--- config.mk ---
export PLATFORM = sky130hd
export DESIGN_NAME = mux_seq_n_1
export DESIGN_NICKNAME = d
export VERILOG_FILES = /design/src/rtl/mux_seq_n_1.sv
export SDC_FILE = /design/constraint.sdc
export NUM_CORES = 1
export LEC_CHECK = 0
export CAP_MARGIN = 15
export CORE_MARGIN = 4
export CORE_UTILIZATION = 36
export CTS_BUF_LIST = sky130_fd_sc_hd__clkbuf_8
export DETAILED_ROUTE_END_ITERATION = 8
export GPL_TIMING_DRIVEN = 0
export PLACE_DENSITY_LB_ADDON = 0.1
export SYNTH_ARGS = -nofsm -noshare
export SYNTH_HDL_FRONTEND = slang
export SYNTH_SLANG_ARGS = --single-unit
--- constraint.sdc ---
create_clock -name clk_i -period 2.6 [get_ports clk_i]
set_clock_uncertainty 0.1 [all_clocks]
set_input_delay 0.39 -clock clk_i [delete_from_list [all_inputs] [get_ports clk_i]]
set_output_delay 0.39 -clock clk_i [all_outputs]
set_load 0.05 [all_outputs]
--- src/rtl/mux_seq_n_1.sv ---
// mux_seq_n_1: selects one of LEN_TRANSFER signed fixed-point words onto a single
// transfer-bus output. It has two modes. In manual mode a registered select is loaded
// on demand. In auto-scan mode a programmable number of beats is streamed with
// valid/ready handshaking, and the word index wraps around.
// Latency: tr_data_o follows the registered select combinationally (zero latency).
// The first scan beat appears one cycle after start, and done_o pulses one cycle
// after the last beat is accepted.
// Backpressure: while tr_ready_i is low the current beat is held (select and count
// frozen). abort_i drops the scan at once and takes priority over a same-cycle accept.
//
// Ports:
//   clk_i, rst_i      clock (rising edge), asynchronous active-high reset
//   tr_data_i         LEN_TRANSFER packed words; word k at [k*DATA_W +: DATA_W]
//   sel_mux_tr_i      manual select / scan start index (saturated to LEN_TRANSFER-1)
//   sel_mux_tr_ld_i   load sel_mux_tr_i in IDLE
//   scan_start_i      start a scan in IDLE; scan_len_i beats (0 = ignored)
//   abort_i           synchronous scan abort
//   tr_ready_i        downstream ready
//   sel_mux_tr_o      registered select
//   tr_data_o         selected word
//   tr_valid_o, busy_o, done_o   scan status (registered)
module mux_seq_n_1 #(
  parameter int I_WIDTH          = 8,
  parameter int F_WIDTH          = 8,
  parameter int LEN_TRANSFER     = 8,
  parameter int MAX_LEN_TRANSFER = 8,
  parameter int SEL_MUX_TR_WIDTH = $clog2(MAX_LEN_TRANSFER),
  parameter int CNT_WIDTH        = $clog2(MAX_LEN_TRANSFER) + 1
) (
  input  logic                                          clk_i,
  input  logic                                          rst_i,
  input  logic [LEN_TRANSFER*(I_WIDTH+F_WIDTH)-1:0]     tr_data_i,
  input  logic [SEL_MUX_TR_WIDTH-1:0]                   sel_mux_tr_i,
  input  logic                                          sel_mux_tr_ld_i,
  input  logic                                          scan_start_i,
  input  logic [CNT_WIDTH-1:0]                          scan_len_i,
  input  logic                                          abort_i,
  input  logic                                          tr_ready_i,
  output logic [SEL_MUX_TR_WIDTH-1:0]                   sel_mux_tr_o,
  output logic signed [I_WIDTH+F_WIDTH-1:0]             tr_data_o,
  output logic                                          tr_valid_o,
  output logic                                          busy_o,
  output logic                                          done_o
);

  localparam int DATA_W = I_WIDTH + F_WIDTH;
  localparam logic [SEL_MUX_TR_WIDTH-1:0] LAST_IDX = SEL_MUX_TR_WIDTH'(LEN_TRANSFER - 1);
  localparam logic [CNT_WIDTH-1:0]        CNT_ONE  = CNT_WIDTH'(1);

  typedef enum logic {IDLE, SCAN} state_t;

  state_t                      state;
  logic [CNT_WIDTH-1:0]        remaining;
  logic [SEL_MUX_TR_WIDTH-1:0] load_idx;
  logic [SEL_MUX_TR_WIDTH-1:0] next_idx;

  // The select port is sized for the widest instance. Clamp the index so the
  // mux never addresses a word that this instance does not have.
  assign load_idx = (sel_mux_tr_i > LAST_IDX) ? LAST_IDX : sel_mux_tr_i;
  assign next_idx = (sel_mux_tr_o == LAST_IDX) ? '0 : sel_mux_tr_o + 1'b1;

  always_ff @(posedge clk_i or posedge rst_i) begin
    if (rst_i) begin
      state        <= IDLE;
      sel_mux_tr_o <= '0;
      remaining    <= '0;
      tr_valid_o   <= 1'b0;
      busy_o       <= 1'b0;
      done_o       <= 1'b0;
    end else begin
      done_o <= 1'b0;
      case (state)
        IDLE: begin
          if (scan_start_i && (scan_len_i != '0)) begin
            // start beats ld when both arrive together; they share the index source
            state        <= SCAN;
            sel_mux_tr_o <= load_idx;
            remaining    <= scan_len_i;
            tr_valid_o   <= 1'b1;
            busy_o       <= 1'b1;
          end else if (sel_mux_tr_ld_i) begin
            sel_mux_tr_o <= load_idx;
          end
        end
        SCAN: begin
          if (abort_i) begin
            // the select stays on the unsent beat; a same-cycle accept is dropped
            state      <= IDLE;
            remaining  <= '0;
            tr_valid_o <= 1'b0;
            busy_o     <= 1'b0;
          end else if (tr_ready_i) begin
            sel_mux_tr_o <= next_idx;
            remaining    <= remaining - 1'b1;
            if (remaining == CNT_ONE) begin
              state      <= IDLE;
              tr_valid_o <= 1'b0;
              busy_o     <= 1'b0;
              done_o     <= 1'b1;
            end
          end
        end
        default: begin
          state      <= IDLE;
          tr_valid_o <= 1'b0;
          busy_o     <= 1'b0;
        end
      endcase
    end
  end

  // Compare against each legal index instead of indexing directly, so the
  // part-select can never go out of range.
  always_comb begin
    tr_data_o = tr_data_i[DATA_W-1:0];
    for (int k = 1; k < LEN_TRANSFER; k++) begin
      if (sel_mux_tr_o == SEL_MUX_TR_WIDTH'(k)) begin
        tr_data_o = tr_data_i[k*DATA_W +: DATA_W];
      end
    end
  end

endmodule
==> out/metrics.cfg <==
[status]
outcome = complete, but fails checks
violations = negative setup slack

[placement]
place_ws_ns = -0.833
dpl.hpwl_um = 8670
place_inst = 526
port-buffer-count = 162
routabilityCongestion = 0.891

[clock_network]
cts_tree = done
clock_latency_ns = 0.24
cts-root-buf = clkbuf_8
ctsHtreeMaxLevel = 1
cts.sinks = 10
ctsHoldBuffers = 0
cts.clk_slew.worst_paths_ns = 0.05
clock_path_buffers = 2
cts_buffers = 3

[job]
cap_violations = 0

[cells_and_area]
fill_cells = 235
antenna_cells = 0
layout_commonest_cell = clkdlybuf4s50_1
drive_gt1_frac = 0.339
final_util = 0.892
layout_common_cells = clkdlybuf4s50_1, nand2b_1, buf_6, mux2i_1, buf_4
layout-area-overhead-vs-synth_pct = 138
final_nets = 619
layoutNonFillerInstCount = 544

[worst_setup_path]
crit_path_cell_trace = buf_8 -> buf_8 -> inv_4 -> ha_4 -> buf_4 -> nand2b_1 -> mux2i_1 -> o41ai_4 -> buf_6
cp.required_ns = 2.11
start_kind = flop
cp-end-kind = primary output
cp_num_buf_inv = 5
critPathKind = reg -> out
path_delay_family = buffers and inverters
r2r_setup_slack_ns = 0.92
worst_path_most_repeated_cell = buf_8
crit_path_top_delay_cell = o41ai_4
arrival_ns = 2.31
max_stage_delay_ns = 0.45
cp_max_fo = 10

[synthesis]
syn_area_per_cell_um2 = 7.77
syn_area_mm2 = 0.00224
synth_top_cell_area_share = 0.145
yosys.area.top_type = nand2b_1
syn_nets = 438
yosysUniqueCellTypes = 36
yosysWarnings = 0
ys_seq_area_frac = 0.111
syn_inst = 289
synth_seq_cells = 10
netlist_top_cells_area = nand2b_1, dfrtp_1, mux2i_1

[global_routing]
antenna_found_initial = 0
grt_max_degree = 12
grt_pass1_vias = 3641
globalRouteOverflowTotal = 0
grt_pass1_wl_um = 19100
grtUsageTotal = 0.324

[route]
routedWlPerCell_um = 27.6
wl_um = 15000
num_vias = 3540
drt_iter0_drc = 239
dr.pass1.iters = 5
ant_nets = 0
viasPerCell = 6.51
drc = 0

[floorplan]
die_y_um = 87.0
ios = 163
initial_core_util = 0.375
rows = 28
die_area_mm2 = 0.00756
die_x_um = 87.0
core-area_mm2 = 0.00599

[timing]
post-route-period-util = 1.08
min_period_ns = 2.80
rsz0062_at_grt = true
worstMarginPinSlew_ns = 0.503
setup_slack_ns = -0.198
setup_viol = 16
slew_headroom = 0.660
report.final.slew_viol_count = 0
finalHoldViolCount = 0
clock.fmax_mhz = 357

[power]
leakagePower_nw = 2.07
peakVddDrop_mv = 1.08
power_density_mw_per_mm2 = 1470

[hold_path]
hold_class = in -> async

[cell families after synthesis]
group	synth area share
muxes	0.0981
AOI/OAI and AO/OA	0.295
and+or+nand+nor	0.371
DFF	0.111
adders and majority gates	0.0446
buffers and inverters	0.0797
[synthesized netlist by cell type]
| master | count |
|---|---|
| and2_1 | 2 |
| nor2b_1 | 1 |
| nand2b_1 | 52 |
| nand2_1 | 1 |
| o41a_1 | 1 |
| nor4b_1 | 1 |
| ha_1 | 8 |
| buf_4 | 4 |
| o21a_1 | 2 |
| nor3b_1 | 3 |
| a221o_1 | 3 |
| o22ai_1 | 3 |
| clkbuf_1 | 15 |
| inv_1 | 7 |
| o21ai_0 | 17 |
| nor4bb_1 | 1 |
| buf_2 | 11 |
| nor2_1 | 3 |
| dfrtp_1 | 10 |
| and3b_1 | 1 |
| mux2i_1 | 22 |
| buf_6 | 1 |
| a211oi_1 | 16 |
| or3b_1 | 16 |
| a21oi_1 | 16 |
| a21oi_2 | 1 |
| and3_1 | 16 |
| o41ai_1 | 17 |
| nand2_4 | 1 |
| a21boi_1 | 1 |
| o31ai_1 | 16 |
| or2_2 | 1 |
| or3_1 | 1 |
| and4b_1 | 16 |
| o221ai_1 | 1 |
| a22oi_1 | 1 |
[flip-flops by register name, summed over array words and instances (netlist names)]
register      cells
remaining         4
sel_mux_tr_o      3
busy_o            1
done_o            1
state             1
[where the power goes]
group	total, mW	switching (mW)	leakage (nW)	internal, mW
registers	0.308	0.0856	0.121	0.222
logic	7.37	4.15	1.92	3.22
clock network	0.203	0.0696	0.0288	0.134
[layout make-up]
cell class | count | area (um^2) | area share
Timing Repair Buffer | 178 | 1830 | 0.343
Inverter | 7 | 31.3 | 0.00585
Buffer | 29 | 338 | 0.0632
Clock buffer | 4 | 55.1 | 0.0103
Tap cell | 75 | 93.8 | 0.0176
Multi-Input combinational cell | 241 | 2740 | 0.512
Sequential cell | 10 | 256 | 0.0480
[per-layer routing]
| metal | share of wire | track usage | up-vias |
|---|---|---|---|
| li1 | - | - | 1461 |
| met1 | 0.37 | 0.351 | 1727 |
| met2 | 0.49 | 0.608 | 271 |
| met3 | 0.091 | 0.0605 | 81 |
| met4 | 0.055 | 0.130 | 0 |
| met5 | 0 | 0 | - |
[through the flow]
step	setup TNS [ns]	area [um^2]	hold slack, ns	power [mW]
after detailed placement	-11.67	4430	0.416	5.72
after floorplan	-0.237	2710	0.130	4.26
after global placement	-11.45	4430	0.406	5.65
final	-1.51	5350	0.326	7.88
after CTS	-0.764	5180	0.341	7.22
after global routing	-2.18	5350	0.351	8.08
[final timing paths]
kind	startpoint	end	depth (start not counted)
worst max-delay path	sel_mux_tr_o[2]$_DFFE_PP0P_	tr_data_o[10]	9
worst min-delay path	rst_i	sel_mux_tr_o[0]$_DFFE_PP0P_	2
worst max register to register	sel_mux_tr_o[0]$_DFFE_PP0P_	sel_mux_tr_o[0]$_DFFE_PP0P_	6
worst min register to register	busy_o$_DFFE_PP0P_	busy_o$_DFFE_PP0P_	1
max in group asynchronous	rst_i	sel_mux_tr_o[0]$_DFFE_PP0P_	2
min in group clk_i	busy_o$_DFFE_PP0P_	busy_o$_DFFE_PP0P_	1
[repair_timing]
item,CTS,global route
setup buffers,11,1
endpoints found under the setup margin,16,16
pin swaps,26,22
cloned,2,2
gates resized for setup,230,42
Note: power is estimated with default switching activity, not from simulation.
